[config.mk]
export PLATFORM = sky130hd
export DESIGN_NAME = mips_multicycle_controller
export DESIGN_NICKNAME = d
export VERILOG_FILES = /design/src/rtl/mips_multicycle_controller.sv
export SDC_FILE = /design/constraint.sdc
export NUM_CORES = 1
export LEC_CHECK = 0
export CAP_MARGIN = 20
export CORE_MARGIN = 5
export CORE_UTILIZATION = 35
export CTS_CLUSTER_DIAMETER = 60
export CTS_CLUSTER_SIZE = 30
export DETAILED_ROUTE_END_ITERATION = 8
export GPL_TIMING_DRIVEN = 0
export PLACE_DENSITY = 0.73
export SYNTH_ARGS = -nofsm -noshare
export SYNTH_HDL_FRONTEND = slang
export SYNTH_SLANG_ARGS = --single-unit
[constraint.sdc]
create_clock -name clk -period 1.2 [get_ports clk]
set_input_delay 0.12 -clock clk [delete_from_list [all_inputs] [get_ports clk]]
set_output_delay 0.12 -clock clk [all_outputs]
set_load 0.02 [all_outputs]
[src/rtl/mips_multicycle_controller.sv]
// Multicycle MIPS control FSM: sequences fetch/decode/execute/memory/writeback
// and drives the shared ALU/memory datapath, with memory-ready stalls.
//
// state    | meaning
// ---------+-----------------------------------------------
// FETCH    | read instruction at PC, PC <= PC + 4
// DECODE   | read registers, compute branch target
// MEMADR   | compute lw/sw effective address
// MEMRD    | load access, held until memory ready
// MEMWB    | write load data to rt
// MEMWR    | store access, held until memory ready
// EXECUTE  | R-type ALU operation
// ALUWB    | write R-type result to rd
// BEQ/BNE  | compare registers, conditional PC load
// ADDIEX   | register + immediate
// ADDIWB   | write addi result to rt
// JUMP     | PC <= jump target
module mips_multicycle_controller #(
   parameter int ALUCTRL_W     = 3,
   parameter bit HAS_BNE       = 1'b1,
   parameter bit MEM_HANDSHAKE = 1'b1
) (
   input  logic                 clk,
   input  logic                 reset,
   input  logic [5:0]           op,
   input  logic [5:0]           funct,
   input  logic                 zero,
   input  logic                 mem_ready,
   output logic                 iord,
   output logic                 memwrite,
   output logic                 irwrite,
   output logic                 regdst,
   output logic                 memtoreg,
   output logic                 regwrite,
   output logic                 alusrca,
   output logic [1:0]           alusrcb,
   output logic [1:0]           pcsrc,
   output logic                 pcen,
   output logic [ALUCTRL_W-1:0] alucontrol,
   output logic                 illegal_op
);

   localparam logic [3:0] S_FETCH   = 4'd0;
   localparam logic [3:0] S_DECODE  = 4'd1;
   localparam logic [3:0] S_MEMADR  = 4'd2;
   localparam logic [3:0] S_MEMRD   = 4'd3;
   localparam logic [3:0] S_MEMWB   = 4'd4;
   localparam logic [3:0] S_MEMWR   = 4'd5;
   localparam logic [3:0] S_EXECUTE = 4'd6;
   localparam logic [3:0] S_ALUWB   = 4'd7;
   localparam logic [3:0] S_BEQ     = 4'd8;
   localparam logic [3:0] S_BNE     = 4'd9;
   localparam logic [3:0] S_ADDIEX  = 4'd10;
   localparam logic [3:0] S_ADDIWB  = 4'd11;
   localparam logic [3:0] S_JUMP    = 4'd12;

   localparam logic [5:0] OP_RTYPE = 6'b000000;
   localparam logic [5:0] OP_LW    = 6'b100011;
   localparam logic [5:0] OP_SW    = 6'b101011;
   localparam logic [5:0] OP_BEQ   = 6'b000100;
   localparam logic [5:0] OP_BNE   = 6'b000101;
   localparam logic [5:0] OP_ADDI  = 6'b001000;
   localparam logic [5:0] OP_J     = 6'b000010;

   localparam logic [2:0] ALU_AND = 3'b000;
   localparam logic [2:0] ALU_OR  = 3'b001;
   localparam logic [2:0] ALU_ADD = 3'b010;
   localparam logic [2:0] ALU_SUB = 3'b110;
   localparam logic [2:0] ALU_SLT = 3'b111;

   logic [3:0] state;
   logic [3:0] state_next;
   logic       rdy;
   logic       set_illegal;
   logic       funct_legal;
   logic [2:0] funct_alu;
   logic [2:0] alu3;

   assign rdy = MEM_HANDSHAKE ? mem_ready : 1'b1;

   always_comb begin
      funct_legal = 1'b1;
      funct_alu   = ALU_ADD;
      case (funct)
         6'b100000: funct_alu = ALU_ADD;
         6'b100010: funct_alu = ALU_SUB;
         6'b100100: funct_alu = ALU_AND;
         6'b100101: funct_alu = ALU_OR;
         6'b101010: funct_alu = ALU_SLT;
         default:   funct_legal = 1'b0;
      endcase
   end

   always_comb begin
      state_next  = S_FETCH;
      set_illegal = 1'b0;
      iord        = 1'b0;
      memwrite    = 1'b0;
      irwrite     = 1'b0;
      regdst      = 1'b0;
      memtoreg    = 1'b0;
      regwrite    = 1'b0;
      alusrca     = 1'b0;
      alusrcb     = 2'b00;
      pcsrc       = 2'b00;
      pcen        = 1'b0;
      alu3        = 3'b000;
      case (state)
         S_FETCH: begin
            alusrcb    = 2'b01;
            alu3       = ALU_ADD;
            irwrite    = rdy;
            pcen       = rdy;
            state_next = rdy ? S_DECODE : S_FETCH;
         end
         S_DECODE: begin
            alusrcb = 2'b11;
            alu3    = ALU_ADD;
            case (op)
               OP_LW, OP_SW: state_next = S_MEMADR;
               OP_RTYPE:     state_next = S_EXECUTE;
               OP_BEQ:       state_next = S_BEQ;
               OP_ADDI:      state_next = S_ADDIEX;
               OP_J:         state_next = S_JUMP;
               OP_BNE: begin
                  if (HAS_BNE) state_next = S_BNE;
                  else         set_illegal = 1'b1;
               end
               default:      set_illegal = 1'b1;
            endcase
         end
         S_MEMADR: begin
            alusrca    = 1'b1;
            alusrcb    = 2'b10;
            alu3       = ALU_ADD;
            state_next = (op == OP_LW) ? S_MEMRD : S_MEMWR;
         end
         S_MEMRD: begin
            iord       = 1'b1;
            state_next = rdy ? S_MEMWB : S_MEMRD;
         end
         S_MEMWB: begin
            memtoreg = 1'b1;
            regwrite = 1'b1;
         end
         S_MEMWR: begin
            iord       = 1'b1;
            memwrite   = 1'b1;
            state_next = rdy ? S_FETCH : S_MEMWR;
         end
         S_EXECUTE: begin
            alusrca = 1'b1;
            alu3    = funct_alu;
            if (funct_legal) state_next = S_ALUWB;
            else             set_illegal = 1'b1;
         end
         S_ALUWB: begin
            regdst   = 1'b1;
            regwrite = 1'b1;
         end
         S_BEQ, S_BNE: begin
            alusrca = 1'b1;
            alu3    = ALU_SUB;
            pcsrc   = 2'b01;
            pcen    = (state == S_BEQ) ? zero : ~zero;
         end
         S_ADDIEX: begin
            alusrca    = 1'b1;
            alusrcb    = 2'b10;
            alu3       = ALU_ADD;
            state_next = S_ADDIWB;
         end
         S_ADDIWB: regwrite = 1'b1;
         S_JUMP: begin
            pcsrc = 2'b10;
            pcen  = 1'b1;
         end
         default: state_next = S_FETCH;
      endcase
      // Strobes must never fire while reset is held, even combinationally.
      if (reset) begin
         irwrite  = 1'b0;
         pcen     = 1'b0;
         regwrite = 1'b0;
         memwrite = 1'b0;
      end
   end

   generate
      if (ALUCTRL_W > 3) begin : g_alu_wide
         assign alucontrol = {{(ALUCTRL_W-3){1'b0}}, alu3};
      end else begin : g_alu_narrow
         assign alucontrol = alu3[ALUCTRL_W-1:0];
      end
   endgenerate

   always_ff @(posedge clk or posedge reset) begin
      if (reset) begin
         state      <= S_FETCH;
         illegal_op <= 1'b0;
      end else begin
         state <= state_next;
         if (set_illegal) illegal_op <= 1'b1;
      end
   end

endmodule

==> results of run 1 <==
==> registers in the layout, summed over array words and instances, names as in the netlist <==
signal      count
illegal_op      1
state           4
==> power groups by stage <==
stage / sequential (mW) / combinational (mW) / clock [mW]
5_1_grt: 0.200 / 0.656 / 0.210
3_3_place_gp: 0.192 / 0.365 / 0
6_report: 0.202 / 0.634 / 0.188
2_1_floorplan: 0.189 / 0.213 / 0
3_5_place_dp: 0.192 / 0.369 / 0
4_1_cts: 0.193 / 0.463 / 0.196
==> layout make-up <==
cell class	count	area (sq um)	area share
Antenna cell	1	2.502	0.001561
Buffer	5	63.81	0.03981
Clock buffer	4	26.28	0.01639
Inverter	8	37.54	0.02342
Multi-Input combinational cell	80	773.2	0.4824
Sequential cell	5	128.9	0.08041
Tap cell	25	31.28	0.01952
Timing Repair Buffer	58	539.3	0.3365
==> layout by cell type (no fill, tap or decap), types with 3 or more instances in the layout <==
| master | count |
|---|---|
| nand2_1 | 5 |
| buf_6 | 23 |
| dfrtp_2 | 3 |
| nor2_2 | 4 |
| clkdlybuf4s50_1 | 6 |
| dlygate4sd2_1 | 10 |
| a21oi_2 | 3 |
| inv_1 | 4 |
| nor3_1 | 4 |
| nand2b_4 | 3 |
| nor2_1 | 4 |
| nor2_4 | 3 |
| o21ai_1 | 3 |
| clkbuf_4 | 3 |
| buf_4 | 20 |
==> worst max-delay path, stage by stage, from the launching register on <==
cell      delay, ns
dfrtp_2        0.46
buf_6          0.16
nand2b_4       0.18
nor2_1         0.15
a31oi_1        0.07
nor2_2         0.12
buf_6          0.13
==> synthesized netlist by cell type (all sizes together) (3+ instances only) <==
cell / n / share of area
nor3: 8 / 0.060
buf: 4 / 0.030
nand2: 8 / 0.045
dfrtp: 5 / 0.19
nand2b: 4 / 0.037
o21ai: 4 / 0.030
nor2: 11 / 0.062
a21oi: 4 / 0.030
nor2b: 4 / 0.037
a31oi: 3 / 0.028
inv: 8 / 0.045
nor4: 3 / 0.028
==> per-stage QoR <==
step                TNS, ns    util
floorplan           -0.4779       -
global placement     -10.69  0.6050
detailed placement   -10.88  0.6050
CTS                  -3.741  0.7504
global route         -6.260  0.9071
finish               -5.582  0.9085
==> metal layers <==
layer | share of wire | vias up | GRT usage
li1 | - | 488 | -
met1 | 0.38 | 546 | 0.2676
met2 | 0.48 | 107 | 0.3891
met3 | 0.082 | 30 | 0.03047
met4 | 0.053 | 0 | 0.09362
met5 | 0 | - | 0
==> logic make-up after synthesis <==
kind of cell | count (synthesis)
AOI/OAI and AO/OA | 28
xor gates and xnor gates | 2
buffers and inverters | 13
DFF | 5
muxes | 2
and+or+nand+nor | 48
==> path summary, 6_finish.rpt <==
kind | from | end | slack [ns] | cells after the start
worst min-delay path | reset | illegal_op | 0.40 | 2
worst max register to register | state[3] | state[0] | -0.41 | 5
max in group asynchronous | reset | state[0] | 0.61 | 2
min in group clk | illegal_op | illegal_op | 0.48 | 1
worst max-delay path | state[2] | regwrite | -0.44 | 6
worst min register to register | illegal_op | illegal_op | 0.48 | 1
==> repair_timing <==
item	CTS	global route
setup endpoints to repair	21	20
gates cloned	1	0
setup buffers	14	13
gates resized for setup	134	44
hold buffers	0	0
pin swaps	8	9
==> run summary, run 1 <==
Ys Warns -> 0
Seq/Total Area, Yosys -> 0.1873
mean number of vias per cell -> 6.296
final setup fails -> 20
first-pass GRT wire length -> 4678 microns
final setup skew -> 0.002678 ns
die span in y -> 53.69 microns
Reg clk slew, reported paths -> 0.04 ns
post-synthesis async set-or-reset flop share -> 1.000
CTS tree -> yes
fraction of layout cells with a size suffix above 1 -> 0.6375
MaxCap Viol Count -> 0
clock network power share -> 0.183
Worst setup EP type -> output pin
Max clock buf depth -> 2
Final ANT Viol Nets -> 0
fmax -> 0.6092 GHz
Cells after DPL -> 154
Pint -> 0.6081 mW
max_slew headroom -> 0.7078
CORE AREA -> 1764 sq um
Max FO, Critical Path -> 6
CTS Buf Count -> 3
count of clock tree sinks -> 5
row count -> 15
routed vias -> 1171
Buffers on Ports -> 31
Post-Syn Area -> 668.1 sq um
Non-Filler Instances -> 186
1st-iter DRT viols -> 61
clk root buf -> clkbuf_4
largest family of logic cells by synthesized area -> simple AND/OR/NAND/NOR gates
WL/cell -> 22.80 microns
Min Clock Period, post-route -> 1.641 ns
H-tree depth -> 1
die area -> 2883 sq um
Critical Path RT -> 1.08 ns
top_reg_cell synth -> dfrtp_1
synthesis-to-layout area growth -> 139.9%
Synth Net Count -> 114
VDD IR-drop max -> 0.6794 mV
unrepaired setup endpoints after global routing -> true
DRC viols -> 0
final instance area -> 1603 sq um
Sequential Power Share -> 0.197
final hold viol count -> 0
violated checks -> negative setup slack
Remaining Overflow, GRT -> 0
hold_ws -> 0.4001 ns
antenna violations before repair -> 0
GP Congestion -> 0.8530
Overall Power -> 1.023 mW
critical path data arrival time -> 1.52 ns
combinational share of power -> 0.619
number of global-route vias before repair -> 1035
worst-margin pin slew -> 0.4354 ns
largest net degree at the start of global routing -> 11
WL final -> 4241 microns
CP Class -> flip-flop to output pin
Die Wd -> 53.69 microns
top-level I/O count -> 32
power density over the cells -> 638.5 nW/um^2
Detail Placement HPWL -> 1723 microns
Pleak -> 0.6553 nW
DP Area -> 1067 sq um
simple-gate share of the synthesized area -> 0.3727
first drt pass iteration count -> 4
Initial Util -> 0.3787
clk_lat worst skew -> 0.24 ns
Yosys reg bits -> 5
GRT Util Overall -> 0.2221
Post-synth EDFFs -> 0
sw frac -> 0.4058
max-slew violations -> 0
outcome -> finished with violations
Startpoint Class -> flip-flop
Psw -> 0.4154 mW
synth unique cells -> 37
nets -> 177
Tcrit/Tclk final -> 1.368
# fillers -> 81
pre-CTS setup slack -> -0.9535 ns
final worst slack -> -0.4414 ns
Adder-Cell Fraction of Synth Area -> 0
mux share of post-synthesis cell area -> 0.03745
synthesized area per cell -> 6.818 sq um
Mapped Cells -> 98
HP Class -> input port to async pin
xor and xnor area share after synthesis -> 0.02622
Synth Area in Compound Gates -> 0.2959
Power figures use the tool's default switching activity.
==> run 2, diff against run 1 <==
--- a/config.mk
+++ b/config.mk
@@ -8,6 +8,7 @@
 export CAP_MARGIN = 20
 export CORE_MARGIN = 5
 export CORE_UTILIZATION = 35
+export CTS_BUF_LIST = sky130_fd_sc_hd__clkbuf_4
 export CTS_CLUSTER_DIAMETER = 60
 export CTS_CLUSTER_SIZE = 30
 export DETAILED_ROUTE_END_ITERATION = 8
==> constraint.sdc (replaced) <==
create_clock -name clk -period 1.3 [get_ports clk]
set_input_delay 0.13 -clock clk [delete_from_list [all_inputs] [get_ports clk]]
set_output_delay 0.13 -clock clk [all_outputs]
set_load 0.02 [all_outputs]
==> run 2 against run 1 <==
  * The run still ends with negative setup slack left
  * Power decreased by 17%
  * Sequential power decreased by 9.9%
  * Critical path depth unchanged
  * Setup slack improved by 0.16 ns
==> run summary, run 2 (same netlist as run 1, synthesis figures left out) <==
Initial Util -> 0.3787
max_slew headroom -> 0.6914
antenna violations before repair -> 0
clk_lat worst skew -> 0.23 ns
routed vias -> 1074
MaxCap Viol Count -> 0
DP Area -> 1047 sq um
pre-CTS setup slack -> -0.8625 ns
Buffers on Ports -> 31
CORE AREA -> 1764 sq um
die span in y -> 53.69 microns
Remaining Overflow, GRT -> 0
fraction of layout cells with a size suffix above 1 -> 0.5484
Top Registers -> state: 4 flops, illegal_op: 1 flops
GP Congestion -> 0.8564
hold_ws -> 0.3634 ns
GRT met3 Usage -> 0.04709
Critical Path RT -> 1.40 ns
Min Clock Period, post-route -> 1.579 ns
final worst slack -> -0.2792 ns
nets -> 172
die area -> 2883 sq um
Worst setup EP type -> flip-flop
Non-Filler Instances -> 180
H-tree depth -> 1
max-slew violations -> 0
worst path bufs/invs -> 2
combinational share of power -> 0.563
Max FO, Critical Path -> 4
mean number of vias per cell -> 5.967
GR peak layer -> met2
max FFs per register -> 4
Tcrit/Tclk final -> 1.215
# fillers -> 131
VDD IR-drop max -> 0.6845 mV
1st-iter DRT viols -> 17
slowest CP cell -> dfrtp_2
Fin Setup TNS -> -3.188 ns
Psw -> 0.3148 mW
max incr delay on CP -> 0.43 ns
diode count -> 0
fmax -> 0.6332 GHz
met2 Use GR -> 0.3770
final setup fails -> 19
Pleak -> 0.6195 nW
row count -> 15
Cells after DPL -> 154
first drt pass iteration count -> 4
first-pass GRT wire length -> 4367 microns
clock network power share -> 0.222
number of global-route vias before repair -> 1000
critical path data arrival time -> 1.68 ns
clk root buf -> clkbuf_4
sw frac -> 0.3701
Crit path max-delay family -> compound AO/OA/AOI/OAI gates
HP Class -> input port to async pin
CTS tree -> yes
critical-path cell list -> buf_4 -> buf_6 -> nand2b_1 -> nor4b_2 -> o311a_1 -> a211o_1
commonest non-fill, non-tap cell in the layout -> buf_4
top-level I/O count -> 32
Max clock buf depth -> 2
WL final -> 3247 microns
most frequent cells in the layout -> buf_4, buf_6, dlygate4sd2_1, clkdlybuf4s50_1, nor2_1
# hold bufs at CTS -> 0
Final ANT Viol Nets -> 0
WL/cell -> 18.04 microns
CTS Buf Count -> 3
CP Class -> flip-flop to flip-flop
Startpoint Class -> flip-flop
power density over the cells -> 601.1 nW/um^2
unrepaired setup endpoints after global routing -> true
worst-margin pin slew -> 0.4587 ns
DRC viols -> 0
Pint -> 0.5358 mW
outcome -> finished with violations
Detail Placement HPWL -> 1761 microns
Largest Register -> state
violated checks -> negative setup slack
largest net degree at the start of global routing -> 11
Sequential Power Share -> 0.214
final instance area -> 1415 sq um
Reg clk slew, reported paths -> 0.04 ns
count of clock tree sinks -> 5
GRT Util Overall -> 0.2030
final setup skew -> 0.0006419 ns
Die Wd -> 53.69 microns
routing usage on met1 -> 0.2220
synthesis-to-layout area growth -> 111.8%
final hold viol count -> 0
## run 2: what timing repair did
item / 4_1_cts / 5_1_grt
gates resized for setup: 112 / 37
endpoints found under the setup margin: 20 / 19
cloned: 0 / 0
setup buffers: 12 / 10
pin swaps: 3 / 5
## run 2: path summary, 6_finish.rpt
kind,startpoint,to,cells past startpoint,slack (ns)
worst max-delay path,state[2],state[0],6,-0.28
worst min-delay path,reset,illegal_op,2,0.36
worst max register to register,state[2],state[0],6,-0.28
worst min register to register,illegal_op,illegal_op,1,0.47
max in group asynchronous,reset,state[2],2,0.75
min in group clk,illegal_op,illegal_op,1,0.47
## run 2: power by group through the flow
stage	logic [mW]	clock network [mW]	registers (mW)
after detailed placement	0.335	0	0.177
final	0.479	0.189	0.182
after global routing	0.503	0.214	0.183
after global placement	0.330	0	0.177
after CTS	0.398	0.199	0.177
after floorplan	0.192	0	0.174
## run 2: layout make-up
type / instances / area, sq um / area share
tap: 25 / 31.28 / 0.02210
buffer: 5 / 60.06 / 0.04244
clock buffer: 4 / 30.03 / 0.02122
inverter: 8 / 30.03 / 0.02122
sequential: 5 / 128.9 / 0.09107
multi-input combinational: 80 / 673.1 / 0.4757
timing repair buffer: 53 / 461.7 / 0.3263
## run 2: per-stage QoR
stage,power [mW],utilization
after floorplan,0.3654,-
final,0.8506,0.8021
after CTS,0.7734,0.7050
after detailed placement,0.5115,0.5936
after global placement,0.5068,0.5936
after global routing,0.8999,0.8021
## run 2: metal layers
metal  vias up  routed length [microns]
met5         -                        0
met4         0                      124
met3        12                      173
met2        45                     1676
met1       535                     1272
li1        482                        -
==> run 3, diff against run 2 <==
--- a/config.mk
+++ b/config.mk
@@ -7,13 +7,12 @@
 export LEC_CHECK = 0
 export CAP_MARGIN = 20
 export CORE_MARGIN = 5
-export CORE_UTILIZATION = 35
+export CORE_UTILIZATION = 25
 export CTS_BUF_LIST = sky130_fd_sc_hd__clkbuf_4
 export CTS_CLUSTER_DIAMETER = 60
 export CTS_CLUSTER_SIZE = 30
 export DETAILED_ROUTE_END_ITERATION = 8
 export GPL_TIMING_DRIVEN = 0
-export PLACE_DENSITY = 0.73
 export SYNTH_ARGS = -nofsm -noshare
 export SYNTH_HDL_FRONTEND = slang
 export SYNTH_SLANG_ARGS = --single-unit
==> run 3 against run 2 <==
  * The flow still finishes with violations (negative setup slack)
  * Largest power group unchanged
  * Wire length fell by 24%
  * Core utilization down 26 points
  * Largest cell class unchanged
  * Critical endpoint is now pcen
  * Design area decreased by 3.4%
==> run summary, run 3 (same netlist as run 1, synthesis figures left out) <==
outcome -> finished with violations
violated checks -> negative setup slack
Largest Register -> state
Detail Placement HPWL -> 1822 microns
clk_lat worst skew -> 0.24 ns
Min Clock Period, post-route -> 1.587 ns
GRT Util Overall -> 0.1374
row count -> 18
GP Congestion -> 0.8358
hold_ws -> 0.3412 ns
Initial Util -> 0.2649
HP Class -> input port to async pin
MaxCap Viol Count -> 0
Max clock buf depth -> 2
most frequent cells in the layout -> buf_4, buf_6, clkdlybuf4s50_1, dlygate4sd2_1
number of global-route vias before repair -> 879
Worst setup EP type -> output pin
Cells after DPL -> 159
Max FO, Critical Path -> 10
CORE AREA -> 2522 sq um
top-level I/O count -> 32
final setup fails -> 16
worst-margin pin slew -> 0.3377 ns
final hold viol count -> 0
mean number of vias per cell -> 5.146
clk root buf -> clkbuf_4
synthesis-to-layout area growth -> 104.5%
Overall Power -> 0.8580 mW
CTS Buf Count -> 3
final instance area -> 1366 sq um
WL final -> 2463 microns
DP Area -> 1054 sq um
largest net degree at the start of global routing -> 11
diode count -> 0
final setup skew -> 0.001176 ns
WL/cell -> 13.84 microns
die area -> 3806 sq um
max FFs per register -> 4
Critical Path RT -> 1.17 ns
count of clock tree sinks -> 5
VDD IR-drop max -> 0.4405 mV
H-tree depth -> 1
critical path data arrival time -> 1.46 ns
Final Core Density -> 0.5417
Pleak -> 0.5849 nW
die span in y -> 61.70 microns
max-slew violations -> 0
fmax -> 0.6300 GHz
Die Wd -> 61.70 microns
CP Class -> flip-flop to output pin
Buffers on Ports -> 31
# fillers -> 254
pre-CTS setup slack -> -0.8563 ns
routed vias -> 916
nets -> 165
Reg clk slew, reported paths -> 0.04 ns
unrepaired setup endpoints after global routing -> true
Startpoint Class -> flip-flop
max_slew headroom -> 0.7725
Fin Setup TNS -> -2.496 ns
Remaining Overflow, GRT -> 0
Non-Filler Instances -> 178
first drt pass iteration count -> 4
Tcrit/Tclk final -> 1.221
commonest non-fill, non-tap cell in the layout -> buf_4
DRC viols -> 0
final worst slack -> -0.2873 ns
power density over the cells -> 628.0 nW/um^2
1st-iter DRT viols -> 13
CTS tree -> yes
fraction of layout cells with a size suffix above 1 -> 0.5270
antenna violations before repair -> 0
first-pass GRT wire length -> 3926 microns
Top Registers -> state: 4 flops, illegal_op: 1 flops
Final ANT Viol Nets -> 0
## run 3: power breakdown
group / internal [mW] / total (mW) / switching [mW]
combinational: 0.253 / 0.482 / 0.229
clock: 0.136 / 0.193 / 0.0564
sequential: 0.167 / 0.183 / 0.0167
## run 3: layer usage
metal | routed length (microns) | up-vias | GRT usage
met2 | 1274 | 19 | 0.2377
met5 | 0 | - | 0
met4 | 0 | 0 | 0.04545
met1 | 1092 | 434 | 0.1767
li1 | - | 463 | -
met3 | 96 | 0 | 0.01653
## run 3: path summary, 6_finish.rpt
kind	from	end	slack, ns	depth (start not counted)
setup / recovery	state[3]	pcen	-0.29	5
hold reg to reg	illegal_op	illegal_op	0.49	1
min in group clk	illegal_op	illegal_op	0.49	1
max in group asynchronous	reset	state[0]	0.78	2
hold / removal	reset	illegal_op	0.34	2
setup reg to reg	state[2]	state[0]	-0.16	5
## run 3: worst max-delay path: stages (launching register included)
cell,delay (ns)
dfrtp_2,0.43
buf_6,0.15
nor3_2,0.18
o21ai_1,0.09
a211oi_2,0.19
buf_4,0.17
## run 3: layout make-up
class	count	area [sq um]	share of cell area
Buffer	5	63.81	0.04670
Clock buffer	4	30.03	0.02198
Inverter	8	35.03	0.02564
Multi-Input combinational cell	80	669.4	0.4899
Sequential cell	5	128.9	0.09432
Tap cell	30	37.54	0.02747
Timing Repair Buffer	46	401.6	0.2940
## run 3: repair_timing
| item | 4_1_cts | 5_1_grt |
|---|---|---|
| hold buffers | 0 | 0 |
| buffers inserted | 10 | 4 |
| endpoints found under the setup margin | 20 | 18 |
| gates resized for setup | 121 | 22 |
| gates cloned | 1 | 0 |
| pin swaps | 6 | 2 |
